[src/rtl/ppl_exit.sv]
// Ray-march exit stage. A single slot register holds the ray that just left
// the march pipeline. The slot either recirculates the ray to the pipeline
// entry or retires it into a small FWFT write queue for the framebuffer.
module ppl_exit #(
  parameter int H_DISP     = 1280,
  parameter int V_DISP     = 720,
  parameter int MAX_STEPS  = 63,
  parameter int WORLD_SIZE = 4096,
  parameter int FIFO_DEPTH = 4
) (
  input  logic               clk,
  input  logic               rst,
  input  logic               in_valid,
  input  logic [19:0]        in_pixel_addr,
  input  logic [15:0]        in_pos_x,
  input  logic [15:0]        in_pos_y,
  input  logic [15:0]        in_pos_z,
  input  logic signed [15:0] in_slope_x,
  input  logic signed [15:0] in_slope_y,
  input  logic signed [15:0] in_slope_z,
  input  logic [5:0]         in_block_cnt,
  input  logic               in_hit,
  input  logic [3:0]         in_block_id,
  input  logic [2:0]         in_face,
  output logic               stall,
  output logic               next_en,
  output logic [19:0]        pixel_addr_out,
  output logic [15:0]        end_pos_x,
  output logic [15:0]        end_pos_y,
  output logic [15:0]        end_pos_z,
  output logic signed [15:0] ray_slope_out_x,
  output logic signed [15:0] ray_slope_out_y,
  output logic signed [15:0] ray_slope_out_z,
  output logic [5:0]         block_cnt_out,
  output logic               ray_valid_out,
  output logic               fb_wr_valid,
  output logic [19:0]        fb_wr_addr,
  output logic [15:0]        fb_wr_data,
  input  logic               fb_wr_ready,
  output logic               frame_done,
  output logic [19:0]        pixel_cnt
);

  localparam int PW        = (FIFO_DEPTH > 1) ? $clog2(FIFO_DEPTH) : 1;
  localparam int CW        = $clog2(FIFO_DEPTH + 1);
  localparam int FRAME_PIX = H_DISP * V_DISP;

  typedef struct packed {
    logic [19:0] addr;
    logic [15:0] px, py, pz;
    logic [15:0] sx, sy, sz;
    logic [5:0]  cnt;
    logic        hit;
    logic [3:0]  id;
    logic [2:0]  face;
  } ray_t;

  typedef struct packed {
    logic [19:0] addr;
    logic [15:0] data;
  } wr_t;

  ray_t          slot_q, slot_d, in_ray;
  logic          slot_v_q, slot_v_d;
  wr_t           mem_q [FIFO_DEPTH];
  logic [PW-1:0] wr_ptr_q, wr_ptr_d, rd_ptr_q, rd_ptr_d;
  logic [CW-1:0] cnt_q, cnt_d;
  logic [19:0]   pix_q, pix_d;
  logic          retire, fifo_full, fifo_empty, push, pop, last_pix;
  wr_t           push_word;

  // Wrap-around pointer increment so non-power-of-two depths work.
  function automatic logic [PW-1:0] ptr_inc(input logic [PW-1:0] p);
    return (p == PW'(FIFO_DEPTH - 1)) ? '0 : p + PW'(1);
  endfunction

  // Retire decision, queue handshake and backpressure.
  always_comb begin
    in_ray     = '{addr: in_pixel_addr, px: in_pos_x, py: in_pos_y, pz: in_pos_z,
                   sx: in_slope_x, sy: in_slope_y, sz: in_slope_z, cnt: in_block_cnt,
                   hit: in_hit, id: in_block_id, face: in_face};
    retire     = slot_v_q && (slot_q.hit
                 || (slot_q.cnt == 6'(MAX_STEPS))
                 || (32'(slot_q.px) >= 32'(WORLD_SIZE))
                 || (32'(slot_q.py) >= 32'(WORLD_SIZE))
                 || (32'(slot_q.pz) >= 32'(WORLD_SIZE)));
    fifo_full  = (cnt_q == CW'(FIFO_DEPTH));
    fifo_empty = (cnt_q == '0);
    pop        = !fifo_empty && fb_wr_ready;
    // A full queue still accepts a push when its head leaves this cycle.
    stall      = retire && fifo_full && !pop;
    push       = retire && !stall;
    push_word  = '{addr: slot_q.addr,
                   data: {slot_q.hit, slot_q.face, slot_q.id, slot_q.cnt, 2'b00}};
    last_pix   = (pix_q == 20'(FRAME_PIX - 1));
  end

  // Next-state for slot, queue pointers/occupancy and frame pixel counter.
  always_comb begin
    slot_d   = slot_q;
    slot_v_d = slot_v_q;
    if (!stall) begin
      slot_v_d = in_valid;
      if (in_valid) slot_d = in_ray;
    end
    wr_ptr_d = push ? ptr_inc(wr_ptr_q) : wr_ptr_q;
    rd_ptr_d = pop  ? ptr_inc(rd_ptr_q) : rd_ptr_q;
    cnt_d    = cnt_q;
    case ({push, pop})
      2'b10:   cnt_d = cnt_q + CW'(1);
      2'b01:   cnt_d = cnt_q - CW'(1);
      default: cnt_d = cnt_q;
    endcase
    pix_d = pix_q;
    if (push) pix_d = last_pix ? '0 : pix_q + 20'd1;
  end

  // State registers; reset drops the slot and any queued writes.
  always_ff @(posedge clk) begin
    if (rst) begin
      slot_q   <= '0;
      slot_v_q <= 1'b0;
      wr_ptr_q <= '0;
      rd_ptr_q <= '0;
      cnt_q    <= '0;
      pix_q    <= '0;
    end else begin
      slot_q   <= slot_d;
      slot_v_q <= slot_v_d;
      wr_ptr_q <= wr_ptr_d;
      rd_ptr_q <= rd_ptr_d;
      cnt_q    <= cnt_d;
      pix_q    <= pix_d;
    end
  end

  // Queue storage; contents are only meaningful behind the occupancy count.
  always_ff @(posedge clk) begin
    if (push) mem_q[wr_ptr_q] <= push_word;
  end

  // Outputs; data buses are zeroed whenever their valid is low.
  always_comb begin
    ray_valid_out   = slot_v_q && !retire;
    next_en         = !stall && !ray_valid_out;
    pixel_addr_out  = ray_valid_out ? slot_q.addr : '0;
    end_pos_x       = ray_valid_out ? slot_q.px : '0;
    end_pos_y       = ray_valid_out ? slot_q.py : '0;
    end_pos_z       = ray_valid_out ? slot_q.pz : '0;
    ray_slope_out_x = ray_valid_out ? slot_q.sx : '0;
    ray_slope_out_y = ray_valid_out ? slot_q.sy : '0;
    ray_slope_out_z = ray_valid_out ? slot_q.sz : '0;
    block_cnt_out   = ray_valid_out ? slot_q.cnt + 6'd1 : '0;
    fb_wr_valid     = !fifo_empty;
    fb_wr_addr      = fifo_empty ? '0 : mem_q[rd_ptr_q].addr;
    fb_wr_data      = fifo_empty ? '0 : mem_q[rd_ptr_q].data;
    frame_done      = push && last_pix;
    pixel_cnt       = pix_q;
  end

endmodule

[config.mk]
export PLATFORM = sky130hd
export DESIGN_NAME = ppl_exit
export DESIGN_NICKNAME = d
export VERILOG_FILES = /design/src/rtl/ppl_exit.sv
export SDC_FILE = /design/constraint.sdc
export NUM_CORES = 1
export LEC_CHECK = 0
export ABC_AREA = 1
export ABC_CLOCK_PERIOD_IN_PS = 9300
export CAP_MARGIN = 20
export CORE_MARGIN = 5
export CORE_UTILIZATION = 53
export DETAILED_ROUTE_END_ITERATION = 10
export PLACE_DENSITY = 0.86
export RECOVER_POWER = 100
export SLEW_MARGIN = 20
export SYNTH_ARGS = -nofsm -noshare
export SYNTH_HDL_FRONTEND = slang
export SYNTH_SLANG_ARGS = --single-unit
[constraint.sdc]
create_clock -name clk -period 9.3 [get_ports clk]
set_input_delay 1.86 -clock clk [delete_from_list [all_inputs] [get_ports clk]]
set_output_delay 1.86 -clock clk [all_outputs]
set_load 0.005 [all_outputs]
Yosys cells after proc, flatten, opt, wreduce, memory -nomap -nowiden
Memories as Yosys holds them, arrays and structs flattened. A register that Yosys moved wholly into a read port is not among the register bits.
Cells that the tools add are included.
{"block": "classes", "order_cmp": 3, "bitwise_logic": 1, "n_eq_ne": 7, "reduce_logical": 20, "n_addsub": 6, "n_mux": 18}
{"operator": "16-bit 2-to-1 mux", "n": 7}
{"operator": "20-bit 2-to-1 mux", "n": 3}
{"operator": "16-bit by 13-bit >= comparator with 1-bit output (second input constant)", "n": 3}
{"operator": "20-bit by 1-bit adder with 20-bit output (second input constant)", "n": 1}
{"operator": "20-bit == test (second input constant)", "n": 1}
{"operator": "1-bit logical AND", "n": 8}
{"operator": "2-bit 2-to-1 mux", "n": 4}
{"operator": "6-bit by 1-bit adder with 6-bit output (second input constant)", "n": 1}
{"operator": "2-bit == test (second input constant)", "n": 3}
{"operator": "6-bit == test (second input constant)", "n": 1}
{"operator": "6-bit 2-to-1 mux", "n": 1}
{"operator": "3-bit one-hot mux with 2 select lines", "n": 1}
{"operator": "1-bit zero test", "n": 5}
{"operator": "2-bit by 1-bit adder with 2-bit output (second input constant)", "n": 2}
{"operator": "1-bit logical OR", "n": 4}
{"operator": "3-bit by 1-bit adder with 3-bit output (second input constant)", "n": 1}
{"operator": "3-bit == test (second input constant)", "n": 1}
{"operator": "3-bit zero test", "n": 1}
{"operator": "3-bit by 1-bit subtractor with 3-bit output (second input constant)", "n": 1}
{"operator": "2-bit by 1-bit == test with 1-bit output (second input constant)", "n": 1}
{"operator": "1-bit 2-to-1 mux", "n": 2}
{"operator": "2-bit AND reduction", "n": 1}
{"operator": "2-bit nonzero test", "n": 1}
{"operator": "1-bit inverter", "n": 1}
{"block": "word_totals", "reg_bits": 158, "n_memories": 1, "elab_cells": 72, "out_inout_bits": 183, "input_bits": 134, "ram_bits": 136}
{"memory": "mem_q", "words": 4, "width": 34, "rd": 1, "rd_ports_with_merged_regs": 1, "write_ports": 1, "line": "65", "source": "wr_t mem_q [FIFO_DEPTH];"}

Logic depth before layout (Yosys ltp)
{"block": "logic_depth", "word_depth": 12, "ltp_mapped": 14, "depth_no_buf": 14}

Worst setup path after synthesis
Ideal clock, no wire load.
{"block": "synth_path", "path_type": "input port to output port", "startpoint": "input fb_wr_ready", "endpoint": "output frame_done", "path_stages": 7, "path_buffers": 1, "arrival_ns": 2.662, "required_time_ns": 7.440, "path_slack_ns": 4.778, "path_cell_list": "inv_1 -> nand3_1 -> inv_1 -> nor2_1 -> buf_2 -> nand3_1 -> nor3_1"}
{"block": "synth_via", "elab_chain_len": 6}
{"element": "start: declaration", "line": "39", "source": "input logic fb_wr_ready,"}
{"element": "1-bit logical AND", "line": "89", "source": "pop = !fifo_empty && fb_wr_ready;"}
{"element": "1-bit zero test", "line": "91", "source": "stall = retire && fifo_full && !pop;"}
{"element": "1-bit logical AND", "line": "91"}
{"element": "1-bit zero test", "line": "92", "source": "push = retire && !stall;"}
{"element": "1-bit logical AND", "line": "92"}
{"element": "1-bit logical AND", "line": "157", "source": "frame_done = push && last_pix;"}
{"element": "end: declaration", "line": "40", "source": "output logic frame_done,"}
Every way passes these cells.

Worst setup path in the final report
{"block": "layout_path", "startpoint": "register slot_q (netlist bit push_word[2])", "endpoint": "output block_cnt_out[0]"}
{"block": "layout_via", "elab_chain_len": 9, "elab_cells_between_ends": 10, "classes_between": "add/sub: 1; eq/ne: 1; mux: 1; reduce/logical: 7"}
{"element": "start: declaration", "line": "63", "source": "ray_t slot_q, slot_d, in_ray;"}
{"element": "start signal: assignment", "line": "128", "source": "slot_q <= slot_d;"}
{"element": "6-bit == test", "line": "83", "source": "|| (slot_q.cnt == 6'(MAX_STEPS))"}
{"element": "1-bit logical OR", "line": "83"}
{"element": "1-bit logical OR", "line": "84", "source": "|| (32'(slot_q.px) >= 32'(WORLD_SIZE))"}
{"element": "1-bit logical OR", "line": "85", "source": "|| (32'(slot_q.py) >= 32'(WORLD_SIZE))"}
{"element": "1-bit logical OR", "line": "86", "source": "|| (32'(slot_q.pz) >= 32'(WORLD_SIZE)));"}
{"element": "1-bit logical AND", "line": "82", "source": "retire = slot_v_q && (slot_q.hit"}
{"element": "1-bit zero test", "line": "144", "source": "ray_valid_out = slot_v_q && !retire;"}
{"element": "1-bit logical AND", "line": "144"}
{"element": "6-bit 2-to-1 mux (*)", "line": "153", "source": "block_cnt_out = ray_valid_out ? slot_q.cnt + 6'd1 : '0;"}
{"element": "end: declaration", "line": "34", "source": "output logic [5:0] block_cnt_out,"}
Mark *: on every way between the ends. The rest lies on a longest branch, timed or not.

==> impl_metrics.yaml <==
status:
  run_status: "finished with violations"
  failed_checks: "capacitance limit, slew limit"
cells_and_area:
  syn_to_final_growth_pct: 31.2
  stdcell_area_um2: 16300
  drive_gt1_frac: 0.0397
  nets: 1807
  antenna_cells_inserted: 0
worst_setup_path:
  critPathMostFrequentCell: "sky130_fd_sc_hd__nand2_2"
  timing.critical_path.slowest_cell_delay_ns: 2.46
  cp_data_arrival_time_ns: 5.30
  crit_path_cell_trace: "ha_1 -> nand2_2 -> nor2_4 -> nand2_2 -> nand4_1 -> clkbuf_1 -> nor2_1 -> dlygate4sd3_1"
  crit_fanout: 73
  timing.setup.critical_path_class: "flop to output port"
  timing.critical_path.required_ns: 7.44
  cp_slowest_cell: "sky130_fd_sc_hd__clkbuf_1"
  critical_path_startpoint_category: "flop"
  cp-end-kind: "output port"
detailed_routing:
  routed_met1_length_um: 12400
  met3WireLength_um: 2930
  drt_iter0_drc: 644
  via_per_inst: 5.21
  wl_met2_um: 16600
  post-route-drc-count: 0
  dr.max_layer_used: "met4"
  drt_first_pass_iters: 5
  wl_per_cell_um: 16.6
  wl_um: 33200
  total_vias_in_the_final_route: 10446
  drt.antenna.violating_nets: 0
place:
  io_buffer_count: 302
  dp_hpwl_um: 21600
  post-place-ws_ns: 3.69
  placed_cell_area_um2: 15400
  routabilityCongestion: 0.913
clock_network:
  count_of_hold_fix_buffers_inserted_at_cts: 0
  cts_htree_levels: 1
  cts_resized: 0
  tritoncts_clock_tree: "yes"
  ctsLongestPathBuffers: 3
  cts-root-buf: "sky130_fd_sc_hd__clkbuf_16"
  post_cts_buffers: 0
  clkSinkCount: 296
  cts_made_buffers: 29
  clk-insertion-delay-late_ns: 0.53
  path_clk_slew_ns: 0.06
sta:
  rsz0062_at_grt: "no"
  setup-violations-final: 0
  maxSlewHeadroom: -1.32
  totalNegativeSetupSlack_ns: 0
  slew_viol_final: 339
  period_minus_slack_ns: 7.16
  final_min_period_over_clock_period: 0.769
  max_freq_mhz: 140
  skew_ns: 0.00939
  setup_ws_ns: 2.14
  timing_worst_slew_pin_value_ns: 3.49
  worst_hold_slack_ns: 0.451
  report.final.hold_viol_count: 0
logic_synthesis:
  ys_ff_latch: 296
  synthTopCellsByArea: "sky130_fd_sc_hd__edfxtp_1, sky130_fd_sc_hd__dfxtp_1, sky130_fd_sc_hd__nor2_1"
  syn-mean-instance-area_um2: 8.86
  synthCells: 1406
  yosys.cell_count.top_type: "sky130_fd_sc_hd__nor2_1"
  synth_area_um2: 12500
  post_synth_num_cell_types: 39
  post-synth-top-area-cell: "sky130_fd_sc_hd__edfxtp_1"
  yosysWarningCount: 0
  synth_commonest_cells: "sky130_fd_sc_hd__nor2_1, sky130_fd_sc_hd__a21oi_1, sky130_fd_sc_hd__dfxtp_1"
  yosys_most_used_dff: "sky130_fd_sc_hd__dfxtp_1"
  seq_area_frac_synth: 0.585
  asyncSetResetFlopFracSynth: 0
  synth-edff-count: 136
  synth.top_cell.area_share: 0.328
pwr:
  power.ir.vdd_worst_mv: 0.133
  combinationalPowerShare: 0.163
  p_leak_nw: 6.58
  power-per-cell-area_nw_per_um2: 194
  net-switching-power_uw: 810
  clkPwrFrac: 0.373
  design_power_total_mw: 3.17
  power_share_of_the_sequential_group: 0.464
  cellInternalPower_mw: 2.36
  switching_share: 0.256
grt:
  grt_antenna_before_repair: 0
  globalRouteOverflowTotal: 0
  grt_first_pass_wirelength_um: 51700
  grtUsageTotal: 0.240
  first_global_vias: 10355
  grt_max_degree: 128
die:
  initial_utilization: 0.534
  die-area_um2: 26700
  die_w_um: 163
  floorplan.die.height_um: 163
  core_um2: 23300
  pin_count: 317
  placement_rows: 56
worst_hold_path:
  worst_hold_path_type: "flop to flop"
run:
  maxCapViolCount: 7
layout by cell type, fill, tap and decap left out, types with 13 or more instances in the layout:
cell type,Yosys,layout
sky130_fd_sc_hd__a21oi_1,163,163
sky130_fd_sc_hd__clkbuf_16,0,30
sky130_fd_sc_hd__clkdlybuf4s50_1,0,136
sky130_fd_sc_hd__conb_1,1,14
sky130_fd_sc_hd__dfxtp_1,160,159
sky130_fd_sc_hd__dlygate4sd3_1,0,166
sky130_fd_sc_hd__edfxtp_1,136,136
sky130_fd_sc_hd__inv_1,147,147
sky130_fd_sc_hd__nand2_1,71,72
sky130_fd_sc_hd__nand3_1,27,27
sky130_fd_sc_hd__nand4_1,13,13
sky130_fd_sc_hd__nor2_1,330,330
sky130_fd_sc_hd__o21ai_0,94,206
power by group through the flow:
stage	clock (mW)	sequential, mW	combinational [mW]
2_1_floorplan	0	1.49	0.300
3_3_place_gp	0	1.49	0.526
3_5_place_dp	0	1.50	0.543
4_1_cts	1.20	1.47	0.548
5_1_grt	1.25	1.48	0.570
6_report	1.18	1.47	0.516
state kept, by name (all words and copies together), names as in the netlist, named ones only:
register	count
slot_q	96
wr_ptr_q	2
cnt_q	3
pixel_cnt	20
slot_v_q	1
rd_ptr_q	2
push_word	34
mem_q	136
per-layer routing:
metal  vias to the layer above  GRT usage
met5                         -          0
met4                         0     0.0984
met3                        83     0.0636
met2                       430      0.427
met1                      4831      0.274
li1                       5102          -
cell type report:
class                           count  area, um2
Sequential cell                   296       7290
Fill cell                        1739       6980
Multi-Input combinational cell    871       4020
Timing Repair Buffer              315       3090
Clock buffer                       38        821
Inverter                          152        572
Tap cell                          319        399
Clock inverter                     15        156
worst paths after layout:
path                                    from          endpoint  slack, ns  cells after the start
worst max-delay path            push_word[2]  block_cnt_out[0]       2.14                      8
worst min register to register    slot_q[64]        slot_q[64]       0.45                      2
worst max register to register  push_word[2]      mem_q[1][19]       4.63                     10
worst min-delay path              slot_q[64]        slot_q[64]       0.45                      2
metrics by stage:
stage / utilization / instances
after detailed placement: 0.661 / 1950
after global placement: 0.660 / 1949
after global routing: 0.701 / 2006
after floorplan: - / 1419
after CTS: 0.703 / 2003
final: 0.701 / 2006
critical path: cells and delay by family, from the launching register on:
kind,cells,cell delay [ns]
fa+ha+maj,1,0.24
buf+inv,2,3.23
simple gates,5,0.78
flops,1,0.48
cell families after synthesis:
kind of cell | share of synthesized area
flip-flops | 0.585
adder cells (fa/ha/maj) | 0.00864
XOR/XNOR | 0.00492
AO/OA/AOI/OAI | 0.150
AND/OR/NAND/NOR | 0.154
buffers and inverters | 0.0969
other | 0.000301
(Power assumes the default switching activity.)
